$ cat src/rtl/juice_dispense_ctrl_if.sv
// Vend command interface between the vending-decision FSM (master) and the
// dispense controller (slave). The requester holds vend_req/vend_sel until
// vend_ack; completion is reported through done/result.
interface juice_dispense_ctrl_if;
  logic       vend_req;
  logic [1:0] vend_sel;
  logic       vend_ack;
  logic       busy;
  logic       done;
  logic [1:0] result;

  modport master (
    output vend_req, vend_sel,
    input  vend_ack, busy, done, result
  );

  modport slave (
    input  vend_req, vend_sel,
    output vend_ack, busy, done, result
  );
endinterface

$ cat src/rtl/juice_dispense_ctrl.sv
// Juice dispense controller: accepts vend commands, pulses the slot motors or
// the coin-return actuator, confirms drops through a synchronised product
// sensor, tracks per-slot stock and latches a sticky jam fault.
// Optional build macro JUICE_DISPENSE_STATS_EN adds a saturating 16-bit
// vend_count output counting successful juice vends.
module juice_dispense_ctrl #(
  parameter int PULSE_CYCLES   = 8,
  parameter int TIMEOUT_CYCLES = 64,
  parameter int STOCK_W        = 4,
  parameter int STOCK_INIT     = 15
) (
  input  logic                 clk,
  input  logic                 rst,
  juice_dispense_ctrl_if.slave vend,
  output logic                 motor_1,
  output logic                 motor_2,
  output logic                 coin_return,
  input  logic                 drop_sensor,
  input  logic                 restock,
  output logic                 empty_1,
  output logic                 empty_2,
  output logic                 fault,
  input  logic                 fault_clr
`ifdef JUICE_DISPENSE_STATS_EN
  ,
  output logic [15:0]          vend_count
`endif
);

  localparam logic [1:0] RES_OK       = 2'b00;
  localparam logic [1:0] RES_REFUNDED = 2'b01;
  localparam logic [1:0] RES_TIMEOUT  = 2'b10;
  localparam logic [1:0] RES_ILLEGAL  = 2'b11;

  // One shared counter serves both the pulse timer and the drop timeout.
  localparam int CNT_MAX = (PULSE_CYCLES > TIMEOUT_CYCLES) ? PULSE_CYCLES : TIMEOUT_CYCLES;
  localparam int CNT_W   = $clog2(CNT_MAX + 1);
  localparam logic [CNT_W-1:0]   PULSE_LAST   = CNT_W'(PULSE_CYCLES - 1);
  localparam logic [CNT_W-1:0]   TIMEOUT_LAST = CNT_W'(TIMEOUT_CYCLES - 1);
  localparam logic [STOCK_W-1:0] STOCK_LOAD   = STOCK_W'(STOCK_INIT);

  typedef enum logic [2:0] {
    IDLE,
    DRIVE,
    WAIT_DROP,
    RETURN,
    DONE
  } state_t;

  state_t             state_reg;
  logic [CNT_W-1:0]   cnt_reg;
  logic [STOCK_W-1:0] stock_1_reg;
  logic [STOCK_W-1:0] stock_2_reg;
  logic               slot2_reg;     // 1: command targets slot 2
  logic               refund_reg;    // RETURN was entered because the slot was sold out
  logic               drop_latched_reg;
  logic               busy_reg;
  logic               done_reg;
  logic [1:0]         result_reg;
  logic               fault_reg;
  logic               motor_1_reg;
  logic               motor_2_reg;
  logic               coin_return_reg;
  logic               sync_1_reg;
  logic               sync_2_reg;
  logic               sync_3_reg;
  logic               drop_evt;
  logic               accept;

`ifdef JUICE_DISPENSE_STATS_EN
  logic [15:0]        vend_count_reg;
  assign vend_count = vend_count_reg;
`endif

  // Ack is combinational so the requester sees it in the same cycle the
  // command is taken; restock in IDLE and a pending fault both block it.
  assign accept        = (state_reg == IDLE) && vend.vend_req && !fault_reg && !restock;
  assign vend.vend_ack = accept;
  assign vend.busy     = busy_reg;
  assign vend.done     = done_reg;
  assign vend.result   = result_reg;

  assign motor_1     = motor_1_reg;
  assign motor_2     = motor_2_reg;
  assign coin_return = coin_return_reg;
  assign fault       = fault_reg;
  assign empty_1     = (stock_1_reg == '0);
  assign empty_2     = (stock_2_reg == '0);

  // Rising edge of the synchronised sensor marks one product drop.
  assign drop_evt = sync_2_reg && !sync_3_reg;

  // Two-flop synchroniser plus edge-history flop for the asynchronous sensor.
  always_ff @(posedge clk or posedge rst) begin
    if (rst) begin
      sync_1_reg <= 1'b0;
      sync_2_reg <= 1'b0;
      sync_3_reg <= 1'b0;
    end else begin
      sync_1_reg <= drop_sensor;
      sync_2_reg <= sync_1_reg;
      sync_3_reg <= sync_2_reg;
    end
  end

  // Command FSM with registered actuator, status and stock state.
  always_ff @(posedge clk or posedge rst) begin
    if (rst) begin
      state_reg        <= IDLE;
      cnt_reg          <= '0;
      stock_1_reg      <= STOCK_LOAD;
      stock_2_reg      <= STOCK_LOAD;
      slot2_reg        <= 1'b0;
      refund_reg       <= 1'b0;
      drop_latched_reg <= 1'b0;
      busy_reg         <= 1'b0;
      done_reg         <= 1'b0;
      result_reg       <= RES_OK;
      fault_reg        <= 1'b0;
      motor_1_reg      <= 1'b0;
      motor_2_reg      <= 1'b0;
      coin_return_reg  <= 1'b0;
`ifdef JUICE_DISPENSE_STATS_EN
      vend_count_reg   <= '0;
`endif
    end else begin
      done_reg <= 1'b0;
      // A timeout later in this block overrides the clear.
      if (fault_clr) fault_reg <= 1'b0;

      case (state_reg)
        IDLE: begin
          if (restock) begin
            stock_1_reg <= STOCK_LOAD;
            stock_2_reg <= STOCK_LOAD;
          end else if (accept) begin
            busy_reg         <= 1'b1;
            cnt_reg          <= '0;
            drop_latched_reg <= 1'b0;
            slot2_reg        <= vend.vend_sel[1];
            refund_reg       <= 1'b0;
            case (vend.vend_sel)
              2'b01: begin
                if (stock_1_reg != '0) begin
                  state_reg   <= DRIVE;
                  motor_1_reg <= 1'b1;
                end else begin
                  state_reg       <= RETURN;
                  coin_return_reg <= 1'b1;
                  refund_reg      <= 1'b1;
                end
              end
              2'b10: begin
                if (stock_2_reg != '0) begin
                  state_reg   <= DRIVE;
                  motor_2_reg <= 1'b1;
                end else begin
                  state_reg       <= RETURN;
                  coin_return_reg <= 1'b1;
                  refund_reg      <= 1'b1;
                end
              end
              2'b00: begin
                state_reg       <= RETURN;
                coin_return_reg <= 1'b1;
              end
              default: begin
                state_reg  <= DONE;
                done_reg   <= 1'b1;
                result_reg <= RES_ILLEGAL;
              end
            endcase
          end
        end

        DRIVE: begin
          if (drop_evt) drop_latched_reg <= 1'b1;
          if (cnt_reg == PULSE_LAST) begin
            motor_1_reg <= 1'b0;
            motor_2_reg <= 1'b0;
            cnt_reg     <= '0;
            state_reg   <= WAIT_DROP;
          end else begin
            cnt_reg <= cnt_reg + CNT_W'(1);
          end
        end

        WAIT_DROP: begin
          if (drop_evt || drop_latched_reg) begin
            if (slot2_reg) begin
              if (stock_2_reg != '0) stock_2_reg <= stock_2_reg - STOCK_W'(1);
            end else begin
              if (stock_1_reg != '0) stock_1_reg <= stock_1_reg - STOCK_W'(1);
            end
`ifdef JUICE_DISPENSE_STATS_EN
            if (vend_count_reg != 16'hFFFF) vend_count_reg <= vend_count_reg + 16'd1;
`endif
            result_reg <= RES_OK;
            done_reg   <= 1'b1;
            state_reg  <= DONE;
          end else if (cnt_reg == TIMEOUT_LAST) begin
            result_reg <= RES_TIMEOUT;
            fault_reg  <= 1'b1;
            done_reg   <= 1'b1;
            state_reg  <= DONE;
          end else begin
            cnt_reg <= cnt_reg + CNT_W'(1);
          end
        end

        RETURN: begin
          if (cnt_reg == PULSE_LAST) begin
            coin_return_reg <= 1'b0;
            result_reg      <= refund_reg ? RES_REFUNDED : RES_OK;
            done_reg        <= 1'b1;
            state_reg       <= DONE;
          end else begin
            cnt_reg <= cnt_reg + CNT_W'(1);
          end
        end

        DONE: begin
          busy_reg  <= 1'b0;
          state_reg <= IDLE;
        end

        default: begin
          state_reg <= IDLE;
        end
      endcase
    end
  end

endmodule
$ cat src/flat_wrapper.sv
// flat-port wrapper written by rule: the top's interface ports become plain ports
module juice_dispense_ctrl_flat 
#(
  parameter int PULSE_CYCLES   = 8,
  parameter int TIMEOUT_CYCLES = 64,
  parameter int STOCK_W        = 4,
  parameter int STOCK_INIT     = 15
)
  (clk, rst, motor_1, motor_2, coin_return, drop_sensor, restock, empty_1, empty_2, fault, fault_clr, vend_vend_req, vend_vend_sel, vend_vend_ack, vend_busy, vend_done, vend_result);
  juice_dispense_ctrl_if vend_i ();
  input  logic clk;
  input  logic rst;
  output logic motor_1;
  output logic motor_2;
  output logic coin_return;
  input  logic drop_sensor;
  input  logic restock;
  output logic empty_1;
  output logic empty_2;
  output logic fault;
  input  logic fault_clr;
  input wire logic [$bits(vend_i.vend_req)-1:0] vend_vend_req;
  input wire logic [$bits(vend_i.vend_sel)-1:0] vend_vend_sel;
  output wire logic [$bits(vend_i.vend_ack)-1:0] vend_vend_ack;
  output wire logic [$bits(vend_i.busy)-1:0] vend_busy;
  output wire logic [$bits(vend_i.done)-1:0] vend_done;
  output wire logic [$bits(vend_i.result)-1:0] vend_result;
  assign vend_i.vend_req = vend_vend_req;
  assign vend_i.vend_sel = vend_vend_sel;
  assign vend_vend_ack = vend_i.vend_ack;
  assign vend_busy = vend_i.busy;
  assign vend_done = vend_i.done;
  assign vend_result = vend_i.result;
  juice_dispense_ctrl #(.PULSE_CYCLES(PULSE_CYCLES), .TIMEOUT_CYCLES(TIMEOUT_CYCLES), .STOCK_W(STOCK_W), .STOCK_INIT(STOCK_INIT)) u_core (.clk(clk), .rst(rst), .vend(vend_i), .motor_1(motor_1), .motor_2(motor_2), .coin_return(coin_return), .drop_sensor(drop_sensor), .restock(restock), .empty_1(empty_1), .empty_2(empty_2), .fault(fault), .fault_clr(fault_clr));
endmodule
$ cat config.mk
export PLATFORM = sky130hd
export DESIGN_NAME = juice_dispense_ctrl_flat
export DESIGN_NICKNAME = d
export VERILOG_FILES = /design/src/rtl/juice_dispense_ctrl_if.sv /design/src/rtl/juice_dispense_ctrl.sv /design/src/flat_wrapper.sv
export SDC_FILE = /design/constraint.sdc
export NUM_CORES = 1
export LEC_CHECK = 0
export CORE_MARGIN = 2
export CORE_UTILIZATION = 33
export DETAILED_ROUTE_END_ITERATION = 8
export GPL_TIMING_DRIVEN = 0
export PLACE_DENSITY = 0.54
export SETUP_SLACK_MARGIN = 0.4
export SYNTH_ARGS = -nofsm -noshare
export SYNTH_HDL_FRONTEND = slang
export SYNTH_SLANG_ARGS = --single-unit
$ cat constraint.sdc
create_clock -name clk -period 4 [get_ports clk]
set_input_delay 1 -clock clk [delete_from_list [all_inputs] [get_ports clk]]
set_output_delay 1 -clock clk [all_outputs]
set_load 0.05 [all_outputs]
---- Word level (Yosys, flattened, before mapping) ----
Index checks and enable logic that the tools add are counted.
storage, ports and cells
  word-level logic and storage cells ...... 156
  output and inout port bits .............. 11
  input port bits ......................... 8
  register bits after elaboration ......... 32
operators by class
  multiplexer cells ....................... 72
  bitwise logic cells ..................... 1
  equal/unequal tests ..................... 31
  reductions and logical operators ........ 32
  add/sub/neg operators ................... 3
operators by type and width
  kind                   number
  $mux W7                6
  $mux W1                31
  $mux W4                7
  $pmux W7 S4            1
  $ne A2 B2 Y1 const B   12
  $reduce_and A6 Y1      4
  $mux W3                6
  $mux W2                8
  $pmux W4 S2            2
  $reduce_and A5 Y1      3
  $ne A2 B1 Y1 const B   7
  $pmux W1 S2            6
  $pmux W3 S4            1
  $reduce_bool A4 Y1     3
  $pmux W3 S3            1
  $logic_not A4 Y1       2
  $reduce_bool A2 Y1     4
  $sub A4 B1 Y4 const B  2
  $add A7 B1 Y7 const B  1
  $eq A7 B3 Y1 const B   1
  $eq A7 B6 Y1 const B   1
  $reduce_and A7 Y1      1
  $eq A3 B2 Y1 const B   2
  $ne A3 B3 Y1 const B   2
  other kinds (18)       25

---- Logic depth before layout (Yosys ltp) ----
  depth after elaboration ................. 7
  mapped depth ............................ 8
  mapped depth without buffers ............ 8

---- Least setup slack after synthesis ----
OpenSTA, ideal clock, no wires.
  kind .................................... input-to-output
  start ................................... input restock
  end ..................................... output vend_vend_ack
  buffers on the path ..................... 0
  stages on the path ...................... 2
  arrival time ............................ 2.289 ns
  path slack .............................. 0.711 ns
  path through ............................ or3b_1 > nor3_2
between the ends
  cells in the longest elaborated chain, start to end .. 2
ends and longest elaborated chain
  element              RTL line                   text
  start, declared      flat_wrapper.sv:17         input logic restock;
  $logic_not A1 Y1     juice_dispense_ctrl.sv:77  assign accept = (state_reg == IDLE) && vend.vend_req && !fault_reg && !restock;
  $logic_and A1 B1 Y1  juice_dispense_ctrl.sv:77
  end, declared        flat_wrapper.sv:24         output wire logic [$bits(vend_i.vend_ack)-1:0] vend_vend_ack;
Every way passes these cells.

---- Worst setup path after layout ----
Ends and elaborated chain as after synthesis.

==> qor.json <==
{
  "worstPathCellList": {"value": "clkdlybuf4s50_1 > or3b_1 > nor3_4 > buf_4"},
  "grt_usage": {"value": 13.55, "unit": "%"},
  "route.detailed.wl_per_inst": {"value": 13.42, "unit": "µm"},
  "power.combinational.fraction": {"value": 5.0, "unit": "%"},
  "cp_top_family": {"value": "buffers and inverters"},
  "detail_route.drc_violations": {"value": 0},
  "placement.cell_area": {"value": 2011, "unit": "µm²"},
  "numPortBuffers": {"value": 18},
  "post_drt_via_cell_ratio": {"value": 4.935},
  "hp-class": {"value": "register to register"},
  "area_of_the_mapped_netlist": {"value": 1743, "unit": "µm²"},
  "synth.distinct_cells": {"value": 49},
  "floorplan.initialDensity": {"value": 34.13, "unit": "%"},
  "drt_iter0_markers": {"value": 55},
  "drive_gt1_share": {"value": 14.08, "unit": "%"},
  "run_status": {"value": "completed"},
  "p_leak": {"value": 0.0009535, "unit": "µW"},
  "slowest_stage": {"value": "or3b_1"},
  "root_buffer": {"value": "clkbuf_8"},
  "insertedDiodeCount": {"value": 0},
  "worst_path_largest_cell_delay": {"value": 0.51, "unit": "ns"},
  "relSlewSlack": {"value": 52.02, "unit": "%"},
  "finalCriticalPeriod": {"value": 3.424, "unit": "ns"},
  "synth_cells": {"value": 178},
  "seq_power_share": {"value": 49.4, "unit": "%"},
  "rsz0062_at_grt": {"value": "false"},
  "via_count_of_the_first_global_routing_pass": {"value": 1302},
  "max_freq": {"value": 292.1, "unit": "MHz"},
  "design.final.nets": {"value": 221},
  "mappedNetlistNets": {"value": 194},
  "fp.dieW": {"value": 76.68, "unit": "µm"},
  "netSwitchingPower": {"value": 137.4, "unit": "µW"},
  "critical_path_peak_fanout": {"value": 5},
  "worst_ep_arrival_time": {"value": 2.42, "unit": "ns"},
  "synth_top_area_share": {"value": 34.46, "unit": "%"},
  "cts-htree-levels": {"value": 2},
  "maxCapViolCount": {"value": 0},
  "ys_seq_area_share": {"value": 46.52, "unit": "%"},
  "switching_share": {"value": 20.71, "unit": "%"},
  "endpoint_kind": {"value": "output port"},
  "grt_max_degree": {"value": 33},
  "syn-mean-instance-area": {"value": 9.792, "unit": "µm²"},
  "tritoncts.num_buffers": {"value": 5},
  "worst_ir_drop_vdd": {"value": 0.1204, "unit": "mV"},
  "post-route-cell-area": {"value": 2157, "unit": "µm²"},
  "path_clk_slew": {"value": 0.07, "unit": "ns"},
  "synthTopCellsByArea": {"value": "dfrtp_1 34%, dfstp_2 12%, ha_1 5.7%, a21oi_1 3.7%, o21ai_0 3.7%"},
  "slew_at_the_pin_closest_to_its_max_slew_limit": {"value": 0.7142, "unit": "ns"},
  "n_fill_cell": {"value": 524},
  "finalHoldViolations": {"value": 0},
  "timing_worst_setup_path_type": {"value": "primary input to output port"},
  "design.portCount": {"value": 19},
  "totalWireLength": {"value": 3703, "unit": "µm"},
  "global_route_wire_length_before_repair": {"value": 6306, "unit": "µm"},
  "firstDrtPassIters": {"value": 4},
  "final_core_util": {"value": 42.23, "unit": "%"},
  "fin_hold_ws": {"value": 0.3535, "unit": "ns"},
  "die-height": {"value": 76.68, "unit": "µm"},
  "layout.cells.most_common_list": {"value": "24 x dfrtp_1, 17 x clkdlybuf4s50_1, 14 x inv_1, 14 x nand2_1"},
  "multiInputGateArea": {"value": 854.6, "unit": "µm²"},
  "critPathRequiredTime": {"value": 3.00, "unit": "ns"},
  "final_period_util": {"value": 85.59, "unit": "%"},
  "internal_power": {"value": 526.1, "unit": "µW"},
  "final-seq-area": {"value": 810.8, "unit": "µm²"},
  "worst_clock_skew_on_the_final_layout": {"value": 0.008566, "unit": "ns"},
  "placementRows": {"value": 26},
  "cts_num_sinks": {"value": 32},
  "area_growth": {"value": 23.76, "unit": "%"},
  "power.density": {"value": 307.6, "unit": "nW/µm²"},
  "synth_largest_area_cell": {"value": "dfrtp_1"},
  "coreArea": {"value": 5107, "unit": "µm²"},
  "worst_path_bufs_invs": {"value": 2},
  "gp_congestion": {"value": 0.7853},
  "post_synthesis_sequential_element_count": {"value": 32},
  "synthArstFlopShare": {"value": 100.0, "unit": "%"},
  "synth_enable_flop_cells": {"value": 0},
  "setup_violations": {"value": 0},
  "postSynth.topFlopCell": {"value": "dfrtp_1"},
  "post-dp-hpwl": {"value": 2736, "unit": "µm"},
  "route.vias.total": {"value": 1362},
  "synth-warning-count": {"value": 0},
  "cp-start-kind": {"value": "primary input"},
  "clock_path_buffers": {"value": 2},
  "design.die.area": {"value": 5879, "unit": "µm²"},
  "clock_latency": {"value": 0.28, "unit": "ns"},
  "number_of_nets_with_antenna_violations_after_routing": {"value": 0},
  "antenna_found_initial": {"value": 0},
  "globalRoute.totalOverflow": {"value": 0},
  "largest_reg_flops": {"value": 7},
  "mostFrequentLayoutCell": {"value": "dfrtp_1"},
  "share_clk_of_total_power": {"value": 45.5, "unit": "%"},
  "slew_viol_final": {"value": 0},
  "tritoncts": {"value": "done"}
}
-- synth_stat cells (all sizes together) (4+ instances only) --
cell and instances:
a21oi 14, a21o 4, a31oi 5, a22o 5, ha 8, inv 15
nand2 14, o21ai 15, dfrtp 24, dfstp 8, nor3 6, nor2 11
nand3 5
-- worst paths after layout --
| path | start | slack [ns] | endpoint | cells after the start |
|---|---|---|---|---|
| setup / recovery | restock | 0.58 | vend_vend_ack | 4 |
| hold / removal | u_core.sync_1_reg | 0.35 | u_core.sync_2_reg | 0 |
| setup reg to reg | u_core.cnt_reg[0] | 1.76 | u_core.cnt_reg[4] | 7 |
| hold reg to reg | u_core.sync_1_reg | 0.35 | u_core.sync_2_reg | 0 |
| max in group asynchronous | rst | 2.63 | u_core.vend.done | 3 |
| min in group asynchronous | rst | 0.96 | u_core.sync_1_reg | 2 |
-- stage by stage --
step	cells	TNS [ns]	power (µW)	worst slack (ns)
final	276	0	663.6	0.5764
after global routing	276	0	695.3	0.5393
after CTS	275	0	674.6	0.5641
after detailed placement	266	-0.3906	364.8	-0.3906
after global placement	266	-0.3983	364.6	-0.3983
after floorplan	178	0	350.3	0.7111
-- power groups by stage --
| stage | Clock [µW] | Sequential [µW] | Combinational, µW |
|---|---|---|---|
| floorplan | 0 | 335 | 15.7 |
| global placement | 0 | 334 | 30.9 |
| detailed placement | 0 | 334 | 31.0 |
| CTS | 315 | 328 | 31.3 |
| global route | 329 | 328 | 37.7 |
| finish | 302 | 328 | 33.5 |
-- layout make-up --
type                       count  share of cell area [%]
buffer                         5                   1.276
clock buffer                   6                   3.364
clock inverter                 2                   1.624
inverter                      15                   2.610
multi-input combinational    126                   39.62
sequential                    32                   37.59
tap                           70                   4.060
timing repair buffer          20                   9.861
-- metal layers --
layer	part of all wire (%)	wire, µm	track usage (%)
met1	51	1882	18.31
met2	46	1706	21.23
met3	1.7	63	3.176
met4	1.4	51	4.909
met5	0	0	0
-- what timing repair did --
action | 4_1_cts | 5_1_grt
setup endpoints to repair | 1 | 0
hold buffers | 0 | 0
gates resized for setup | 7 | 0
setup buffers | 1 | 0
-- logic make-up after synthesis --
logic type,synth area share [%]
xor gates and xnor gates,0.5026
DFF,46.52
and+or+nand+nor,16.94
AOI/OAI and AO/OA,24.19
buffers and inverters,4.809
adders and majority gates,5.743
muxes,1.292
Power figures use the tool's default switching activity.
